$ cat src/rtl/sccb_cfg_pkg.sv
// rtl/sccb_cfg_pkg.sv - shared types, constants and divider math for the SCCB register sequencer
package sccb_cfg_pkg;

  typedef enum logic [2:0] {
    ST_IDLE,
    ST_FETCH,
    ST_WAIT,
    ST_START,
    ST_BYTE,
    ST_STOP,
    ST_GAP,
    ST_DONE
  } state_t;

  localparam int SLOTS_PER_BYTE  = 9;
  localparam int BYTES_PER_WRITE = 4;
  localparam int QUARTERS        = 4;

  // Cycles per quarter of an SCL period.
  function automatic int calc_div(input int clk_hz, input int scl_hz);
    return clk_hz / (QUARTERS * scl_hz);
  endfunction

endpackage

$ cat src/rtl/sccb_quarter_tick.sv
// rtl/sccb_quarter_tick.sv - free-running quarter-period tick generator for SCCB slot timing
module sccb_quarter_tick #(
  parameter int DIV = 50
) (
  input  logic       clk,
  input  logic       reset,
  input  logic       clear,
  output logic       tick,
  output logic [1:0] quarter
);

  localparam int            CW      = (DIV > 1) ? $clog2(DIV) : 1;
  localparam logic [CW-1:0] CNT_MAX = CW'(DIV - 1);

  logic [CW-1:0] cnt;

  // Count DIV cycles per quarter; clear realigns Q0 to the start of a write.
  always_ff @(posedge clk) begin
    if (reset || clear) begin
      cnt     <= '0;
      quarter <= 2'd0;
    end else if (cnt == CNT_MAX) begin
      cnt     <= '0;
      quarter <= quarter + 2'd1;
    end else begin
      cnt     <= cnt + CW'(1);
    end
  end

  assign tick = (cnt == CNT_MAX);

endmodule

$ cat src/rtl/sccb_reg_config.sv
// rtl/sccb_reg_config.sv - walks a register table and issues one 3-phase SCCB write per entry
module sccb_reg_config
  import sccb_cfg_pkg::*;
#(
  parameter int         CLK_FREQ_HZ  = 50_000_000,
  parameter int         SCCB_FREQ_HZ = 250_000,
  parameter int         REG_NUM      = 256,
  parameter logic [7:0] DEV_ADDR     = 8'h78
) (
  input  logic        clk_50M,
  input  logic        reset,
  input  logic        initial_en,
  output logic [9:0]  rom_addr,
  input  logic [23:0] rom_data,
  output logic        sccb_scl,
  output logic        sccb_sda_o,
  output logic        sccb_sda_oe,
  input  logic        sccb_sda_i,
  output logic        cfg_busy,
  output logic        cfg_done,
  output logic        cfg_nack
);

  localparam int         DIV       = calc_div(CLK_FREQ_HZ, SCCB_FREQ_HZ);
  localparam logic [9:0] LAST_ADDR = 10'(REG_NUM - 1);
  localparam logic [3:0] ACK_IDX   = 4'(SLOTS_PER_BYTE - 1);
  localparam logic [1:0] LAST_BYTE = 2'(BYTES_PER_WRITE - 1);
  localparam logic [1:0] LAST_Q    = 2'(QUARTERS - 1);

  state_t      state;
  state_t      state_nx;
  logic        tick;
  logic [1:0]  quarter;
  logic [3:0]  bit_cnt;
  logic [1:0]  byte_cnt;
  logic [31:0] shift_word;
  logic        slot_end;
  logic        ack_slot;
  logic        write_end;
  logic        abort;
  logic        tick_clear;

  assign slot_end   = tick && (quarter == LAST_Q);
  assign ack_slot   = (bit_cnt == ACK_IDX);
  assign write_end  = ack_slot && (byte_cnt == LAST_BYTE);
  assign abort      = !initial_en && (state != ST_IDLE);
  // Quarter counter restarts on the edge that enters START.
  assign tick_clear = (state == ST_WAIT);
  assign sccb_sda_o = 1'b0;

  sccb_quarter_tick #(
    .DIV(DIV)
  ) u_quarter_tick (
    .clk    (clk_50M),
    .reset  (reset),
    .clear  (tick_clear),
    .tick   (tick),
    .quarter(quarter)
  );

  // State register; reset overrides everything.
  always_ff @(posedge clk_50M) begin
    if (reset) begin
      state <= ST_IDLE;
    end else begin
      state <= state_nx;
    end
  end

  // Next state plus bus and status outputs decoded from state and quarter.
  always_comb begin
    state_nx    = state;
    sccb_scl    = 1'b1;
    sccb_sda_oe = 1'b0;
    cfg_busy    = 1'b0;
    cfg_done    = 1'b0;

    if (abort) begin
      state_nx = ST_IDLE;
    end else begin
      case (state)
        ST_IDLE:  if (initial_en) state_nx = ST_FETCH;
        ST_FETCH: state_nx = ST_WAIT;
        ST_WAIT:  state_nx = ST_START;
        ST_START: if (slot_end) state_nx = ST_BYTE;
        ST_BYTE:  if (slot_end && write_end) state_nx = ST_STOP;
        ST_STOP:  if (slot_end) state_nx = ST_GAP;
        ST_GAP: begin
          if (slot_end) state_nx = (rom_addr == LAST_ADDR) ? ST_DONE : ST_FETCH;
        end
        ST_DONE:  state_nx = ST_DONE;
        default:  state_nx = ST_IDLE;
      endcase
    end

    case (state)
      ST_FETCH, ST_WAIT, ST_GAP: begin
        cfg_busy = 1'b1;
      end
      ST_START: begin
        cfg_busy    = 1'b1;
        sccb_sda_oe = quarter[1];
      end
      ST_BYTE: begin
        cfg_busy    = 1'b1;
        sccb_scl    = quarter[1];
        sccb_sda_oe = !ack_slot && !shift_word[31];
      end
      ST_STOP: begin
        cfg_busy    = 1'b1;
        sccb_scl    = (quarter != 2'd0);
        sccb_sda_oe = !quarter[1];
      end
      ST_DONE: begin
        cfg_done = 1'b1;
      end
      default: ;
    endcase
  end

  // Table index, slot counters, shift word and sticky NACK flag.
  always_ff @(posedge clk_50M) begin
    if (reset) begin
      rom_addr   <= 10'd0;
      bit_cnt    <= 4'd0;
      byte_cnt   <= 2'd0;
      shift_word <= 32'd0;
      cfg_nack   <= 1'b0;
    end else if (abort) begin
      rom_addr <= 10'd0;
      bit_cnt  <= 4'd0;
      byte_cnt <= 2'd0;
    end else begin
      case (state)
        ST_IDLE: begin
          if (initial_en) begin
            rom_addr <= 10'd0;
            cfg_nack <= 1'b0;
          end
        end
        ST_WAIT: begin
          shift_word <= {DEV_ADDR, rom_data};
          bit_cnt    <= 4'd0;
          byte_cnt   <= 2'd0;
        end
        ST_BYTE: begin
          // ACK sampled on the edge that opens Q3; NACK is recorded but never stops the walk.
          if (ack_slot && tick && (quarter == 2'd2) && sccb_sda_i) begin
            cfg_nack <= 1'b1;
          end
          if (slot_end) begin
            if (ack_slot) begin
              bit_cnt  <= 4'd0;
              byte_cnt <= byte_cnt + 2'd1;
            end else begin
              bit_cnt    <= bit_cnt + 4'd1;
              shift_word <= {shift_word[30:0], 1'b0};
            end
          end
        end
        ST_GAP: begin
          if (slot_end && (rom_addr != LAST_ADDR)) begin
            rom_addr <= rom_addr + 10'd1;
          end
        end
        default: ;
      endcase
    end
  end

endmodule

$ cat config.mk
export PLATFORM = sky130hd
export DESIGN_NAME = sccb_reg_config
export DESIGN_NICKNAME = d
export VERILOG_FILES = /design/src/rtl/sccb_cfg_pkg.sv /design/src/rtl/sccb_quarter_tick.sv /design/src/rtl/sccb_reg_config.sv
export SDC_FILE = /design/constraint.sdc
export NUM_CORES = 1
export LEC_CHECK = 0
export CORE_MARGIN = 4
export CORE_UTILIZATION = 30
export CTS_CLUSTER_DIAMETER = 60
export DETAILED_ROUTE_END_ITERATION = 10
export PLACE_DENSITY = 0.62
export SLEW_MARGIN = 10
export SYNTH_ARGS = -nofsm -noshare
export SYNTH_HDL_FRONTEND = slang
export SYNTH_SLANG_ARGS = --single-unit
$ cat constraint.sdc
create_clock -name clk_50M -period 2 [get_ports clk_50M]
set_input_delay 0.4 -clock clk_50M [delete_from_list [all_inputs] [get_ports clk_50M]]
set_output_delay 0.4 -clock clk_50M [all_outputs]
set_load 0.01 [all_outputs]
==> impl_metrics.csv <==
group,metric,value,unit
worst_setup_path,crit_type,"flip-flop to primary output",
run_status,failed_checks,"setup timing",
placed_design,place.detailed.hpwl,5916,um
global_route,number_of_global_route_vias_before_repair,2871,
placed_design,dp_cells,570,
worst_setup_path,cp_max_fo,2,
global_route,grt_pass1_wl,13810,um
layout,drive_above_1_share,0.1828,
floorplan,top_level_ports,44,
timing,drv_slew,0,
worst_hold_path,hp-class,"flip-flop to flip-flop",
synth,syn_area_per_cell,8.065,um2
detailed_routing,wl_per_cell,14.09,um
worst_setup_path,timing.critical_path.depth,7,
worst_setup_path,series_of_cell_instances_along_the_critical_path,"inv_1, ha_4, and3b_2, nor3_4, o21ai_1, o21ai_1, buf_2",
global_route,antenna_found_initial,0,
worst_setup_path,startpoint_type,"flip-flop",
timing,final.setup.worst_slack,-0.009472,ns
clock_tree,cts-root-buf,"sky130_fd_sc_hd__clkbuf_8",
timing,setup-violations-final,1,
run_status,run_status,"finished, violations left",
clock_tree,clk_latency,0.34,ns
synth,post_synth_inst_count,381,
timing,finalCriticalPeriod,2.009,ns
timing,slew_headroom,0.6022,
floorplan,floorplan.die.height,109.2,um
synth,netlist-cell-type-count,55,
timing,final.setup_skew,0.009762,ns
detailed_routing,vias_per_cell,5.264,
worst_hold_path,min-delay-start,"shift_word[26]",
timing,finalCritPeriodShare,1.005,
worst_setup_path,crit_path_frequent_cell,"sky130_fd_sc_hd__o21ai_1",
worst_setup_path,rr_startpoint,"state[2]",
detailed_routing,total_routed_length,8270,um
synth,synth_area_leader_cell,"sky130_fd_sc_hd__dfxtp_1",
floorplan,core-area,0.009864,mm2
synth,synth_edf_count,0,
worst_setup_path,r2r_setup_slack,0.07,ns
detailed_routing,antenna_violating_nets_post_route,0,
timing,fmax,497.6,MHz
placed_design,gp_congestion,0.8428,
global_route,grt_max_degree,36,
synth,yosysWarningCount,0,
synth,synth-seq-cells,60,
flow_run,maxCapViolations,0,
worst_setup_path,worstSetupEndpointType,"primary output",
worst_setup_path,crit_path_max_incr_delay,0.33,ns
pwr,powerDensity,671.0,mW/mm2
synth,synth_fp_nets,418,
synth,yosysMostFrequentCell,"sky130_fd_sc_hd__nand2_1",
layout,antenna-diode-count,0,
clock_tree,numCtsBuffers,9,
timing,grt_setup_unrepaired,"yes",
global_route,globalRoute.totalOverflow,0,
worst_setup_path,cp.buffers_inverters,2,
detailed_routing,via_count,3090,
clock_tree,ctsHoldBuffers,0,
synth,synth_top_area_share,0.3909,
synth,synth_async_sr_flop_share,0,
clock_tree,clockBufferDepth,2,
floorplan,rows,36,
detailed_routing,post_detailed_route_drc_marker_count,0,
worst_setup_path,worst_r2r_path_depth,4,
pwr,power,2.810,mW
worst_hold_path,hold_path_depth,2,
placed_design,io_buffer_count,42,
synth,synth_flop_cell,"sky130_fd_sc_hd__dfxtp_1",
clock_tree,cts.reportedPaths.clkPinSlew,0.07,ns
synth,synth_area_leaders,"sky130_fd_sc_hd__dfxtp_1 39%, sky130_fd_sc_hd__nand2_1 7.6%, sky130_fd_sc_hd__a311oi_1 6.8%",
worst_setup_path,critical_path_required,1.60,ns
global_route,grt_util_all_layers,0.1445,
pwr,total_leakage_power,1.524,nW
synth,sequential_to_total_area_share_from_yosys_stat,0.3909,
floorplan,initial_utilization,0.3115,
worst_hold_path,worstHoldEndpoint,"shift_word[26]",
timing,timing_worst_slew_pin_value,0.5939,ns
layout,instances_no_fill,587,
layout,finalNetCount,486,
worst_setup_path,critPathArrivalTime,1.61,ns
synth,syn_area,0.003073,mm2
worst_setup_path,cp_slowest_cell,"sky130_fd_sc_hd__dfxtp_2",
floorplan,die_w,109.2,um
layout,area_growth,36.28,%
detailed_routing,drt_iter0_drc,265,
timing,timing_hold_violations_final,0,
clock_tree,clock_sink_count,60,
detailed_routing,firstDrtPassIters,4,
layout,layout.core_utilization,0.4245,
clock_tree,cts_tree,"yes",
synth,yosys-top-cells-count,"62 x sky130_fd_sc_hd__nand2_1, 60 x sky130_fd_sc_hd__dfxtp_1, 40 x sky130_fd_sc_hd__nor3_1, 24 x sky130_fd_sc_hd__a311oi_1, 22 x sky130_fd_sc_hd__clkbuf_1",
clock_tree,htreeDepth,3,
worst_setup_path,r2r-end,"rom_addr[9]",
pwr,ir_drop,0.3910,mV
floorplan,fp.dieArea,0.01193,mm2
worst_setup_path,crit_family,"simple AND/OR/NAND/NOR gates",
==> repair_timing <==
action | CTS | global route
endpoints found under the setup margin | 8 | 8
setup buffers | 0 | 1
resized for setup | 13 | 13
pin swaps | 0 | 4
==> sequential cells by signal, indices dropped and copies added (netlist names) <==
name and flops:
byte_cnt 2, u_quarter_tick.quarter 2, bit_cnt 4, cfg_nack 1, rom_addr 10, shift_word 32, state 3, u_quarter_tick.cnt 6
==> power by group <==
| group | internal [mW] | leakage, nW | switching (mW) |
|---|---|---|---|
| combinational | 0.110 | 0.914 | 0.100 |
| clock | 0.862 | 0.122 | 0.510 |
| sequential | 1.21 | 0.488 | 0.0140 |
| total | 2.19 | 1.52 | 0.624 |
==> per-stage QoR <==
step / setup slack, ns / hold WS, ns / TNS, ns / instance area, um2
global placement: -0.1576 / 0.4483 / -2.637 / 3889
CTS: -0.1388 / 0.4660 / -0.1388 / 4151
floorplan: 0.01862 / 0.4295 / 0 / 3073
global route: -0.09461 / 0.4903 / -0.1094 / 4188
detailed placement: -0.1692 / 0.4524 / -3.833 / 3889
finish: -0.009472 / 0.4638 / -0.009472 / 4188
==> routing by layer <==
metal  GRT usage  share of wire  vias to the layer above  routed length, um
li1            -              -                     1538                  -
met1      0.1892           0.46                     1472               3768
met2      0.2320           0.49                       70               4020
met3     0.03552          0.041                       10                338
met4     0.04987          0.017                        0                142
met5           0              0                        -                  0
==> cells in the final DEF (no fill, tap or decap), types with 4 or more instances in the layout <==
cell type and instances:
sky130_fd_sc_hd__nand2_1 62, sky130_fd_sc_hd__dfxtp_1 55, sky130_fd_sc_hd__buf_4 41, sky130_fd_sc_hd__nor3_1 38, sky130_fd_sc_hd__clkdlybuf4s50_1 38, sky130_fd_sc_hd__a311oi_1 24, sky130_fd_sc_hd__nand3_1 20, sky130_fd_sc_hd__nor2_1 19
sky130_fd_sc_hd__inv_1 13, sky130_fd_sc_hd__a21oi_1 10, sky130_fd_sc_hd__clkbuf_8 10, sky130_fd_sc_hd__o211ai_1 9, sky130_fd_sc_hd__o21ai_0 8, sky130_fd_sc_hd__ha_1 7, sky130_fd_sc_hd__nand4_1 5, sky130_fd_sc_hd__or4_1 5
sky130_fd_sc_hd__a31oi_1 5, sky130_fd_sc_hd__and3_1 4, sky130_fd_sc_hd__or3_1 4, sky130_fd_sc_hd__dfxtp_2 4
==> cell type report <==
| type | instances | area, um2 |
|---|---|---|
| clock buffer | 10 | 137.6 |
| clock inverter | 6 | 111.4 |
| fill | 990 | 5677 |
| inverter | 14 | 52.55 |
| multi-input combinational | 278 | 1730 |
| sequential | 60 | 1210 |
| tap | 133 | 166.4 |
| timing repair buffer | 86 | 779.5 |
==> how the worst max path moves through the flow <==
| stage | from | endpoint | slack (ns) |
|---|---|---|---|
| floorplan | u_quarter_tick.cnt[0] | rom_addr[9] | 0.02 |
| global placement | bit_cnt[0] | sccb_sda_oe | -0.16 |
| detailed placement | initial_en | shift_word[7] | -0.17 |
| CTS | bit_cnt[0] | sccb_sda_oe | -0.14 |
| global route | bit_cnt[1] | sccb_sda_oe | -0.09 |
| finish | bit_cnt[1] | sccb_sda_oe | -0.009 |
==> cells by family (layout without fill, tap and decap cells) <==
| logic type | Yosys count | in the layout | share of synthesized area |
|---|---|---|---|
| multiplexers | 2 | 2 | 0.006515 |
| XOR/XNOR | 5 | 5 | 0.01425 |
| adder cells (fa/ha/maj) | 9 | 9 | 0.03665 |
| flip-flops | 60 | 60 | 0.3909 |
| other | 1 | 1 | 0.001220 |
| AND/OR/NAND/NOR | 186 | 186 | 0.3127 |
| AO/OA/AOI/OAI | 75 | 75 | 0.1779 |
| buffers and inverters | 43 | 116 | 0.05985 |
==> worst min-delay path: stages, from the launching register on <==
cell	delay (ns)
sky130_fd_sc_hd__dfxtp_1	0.31
sky130_fd_sc_hd__nand3_1	0.06
sky130_fd_sc_hd__a21oi_1	0.05
Power figures use the tool's default switching activity.
==> RTL change (config.mk and constraints unchanged) <==
The 8 states of `state_t` get a one-hot encoding in 8 bits.
--- a/src/rtl/sccb_cfg_pkg.sv
+++ b/src/rtl/sccb_cfg_pkg.sv
@@ -1,15 +1,15 @@
 // rtl/sccb_cfg_pkg.sv - shared types, constants and divider math for the SCCB register sequencer
 package sccb_cfg_pkg;
 
-  typedef enum logic [2:0] {
-    ST_IDLE,
-    ST_FETCH,
-    ST_WAIT,
-    ST_START,
-    ST_BYTE,
-    ST_STOP,
-    ST_GAP,
-    ST_DONE
+  typedef enum logic [7:0] {
+    ST_IDLE  = 8'b00000001,
+    ST_FETCH = 8'b00000010,
+    ST_WAIT  = 8'b00000100,
+    ST_START = 8'b00001000,
+    ST_BYTE  = 8'b00010000,
+    ST_STOP  = 8'b00100000,
+    ST_GAP   = 8'b01000000,
+    ST_DONE  = 8'b10000000
   } state_t;
 
   localparam int SLOTS_PER_BYTE  = 9;
Check against the original RTL: same outputs for any inputs over 10 cycles, from zero or initial values and one cycle with reset high; not proved beyond that.
==> RTL change against the unedited design <==
- the flow still finishes with violations (negative setup slack)
- synthesized cell count is 1.3% higher
- worst setup slack worse by 0.36 ns
- cell area is 27% higher
- synthesized area is 5.9% higher
- sequential cell count is 5 higher
- routed wire length is 29% higher
- sequential share of layout area is 4.4 points lower
- die area is 5.4% higher
- final cell count is 11% higher
- highest routed layer unchanged
Power is not compared: it rests on default switching activity, and its combinational part moved more than twofold at a synthesized area within 25%.
==> RTL change: results (changes against the unedited design) <==
total power = 2850 uW
final setup vio count = 43 (+42)
Worst Hold End = shift_word[5]
reg-to-reg slack, setup = -0.12 ns (-0.19 ns)
Avg Inst Size Synth = 8.43 um2 (+4.5%)
violated checks = negative setup slack
Synth area leaders = dfxtp_1, nand2_1, a21oi_1
HP Start = shift_word[4]
worst r2r path cells = 7 (+3)
first-pass GRT wire length = 16.6 mm (+20%)
synth-to-layout area growth = 64.0%
via count = 3486 (+13%)
multiplexer share of the synthesized area = 0.00962 (+0.00310)
filler cell count = 931 (-6.0%)
DR iter-0 viols = 331 (+25%)
fin worst setup slack = -0.374 ns (-0.364 ns)
global routing met3 resource utilization = 0.0447 (+0.00922)
xor/xnor share of the synthesized area = 0.0162 (+0.00190)
most frequent cells after synthesis = dfxtp_1, nand2_1, a21oi_1, a311oi_1, nor2_1
WL final = 10.7 mm (+29%)
reg2reg start = state[4]
Critical Path AT = 1.97 ns (+0.36 ns)
setup TNS = -2.99 ns (-2.98 ns)
worst slack at placement = -0.467 ns (-0.298 ns)
drt pass-1 iters = 5 (+1)
Post-CTS Setup Repair Bufs = 22 (+22)
clk slew on worst S/H paths = 0.09 ns (+0.02 ns)
routability congestion estimate = 0.808 (-4.2%)
Adder-Cell Fraction of Synth Area = 0.0346 (-0.00203)
fraction of layout cells with a size suffix above 1 = 0.374 (+0.191)
placed cell area = 0.00426 mm2 (+9.5%)
top flop regs = shift_word: 32 flops, rom_addr: 10 flops, state: 8 flops
largest net degree at the start of global routing = 37 (+2.8%)
CTS-repair resized insts = 73 (+60)
HPWL after detailed placement = 6.16 mm (+4.1%)
Compound-Gate Fraction of Synth Area = 0.218 (+0.0401)
worst r2r dst = rom_addr[7]
clock skew = 0.0132 ns (+0.00344 ns)
Worst Setup SP = state[7]
status = complete, but fails checks
met2 WL = 5.33 mm (+32%)
placed cells = 599 (+5.1%)
met1 WL = 4.61 mm (+22%)
Syn Nets = 423 (+1.2%)
-- RTL change: cell count changes in the layout (fill, tap and decap cells not counted), moves of 7 or more --
| cell | before | now |
|---|---|---|
| a21oi_1 | 10 | 27 |
| nor3_1 | 38 | 13 |
| nand3_1 | 20 | 10 |
| o211ai_1 | 9 | 0 |
| a221o_1 | 0 | 7 |
| buf_4 | 41 | 68 |
| a21oi_2 | 0 | 12 |
| and2_1 | 0 | 7 |
| buf_6 | 0 | 18 |
| a311oi_1 | 24 | 17 |
-- RTL change: critical path, cell delays in order, from the launching register on --
cell     delay, ns
dfxtp_1       0.32
or4_4         0.57
nor4_4        0.20
buf_4         0.16
buf_4         0.09
a21oi_1       0.06
o21ai_2       0.07
buf_2         0.15
-- RTL change: final cells by class --
type	count	area share
Inverter	8	0.00563
Clock inverter	7	0.0110
Clock buffer	9	0.0232
Multi-Input combinational cell	287	0.434
Timing Repair Buffer	137	0.249
Tap cell	136	0.0319
Sequential cell	65	0.245
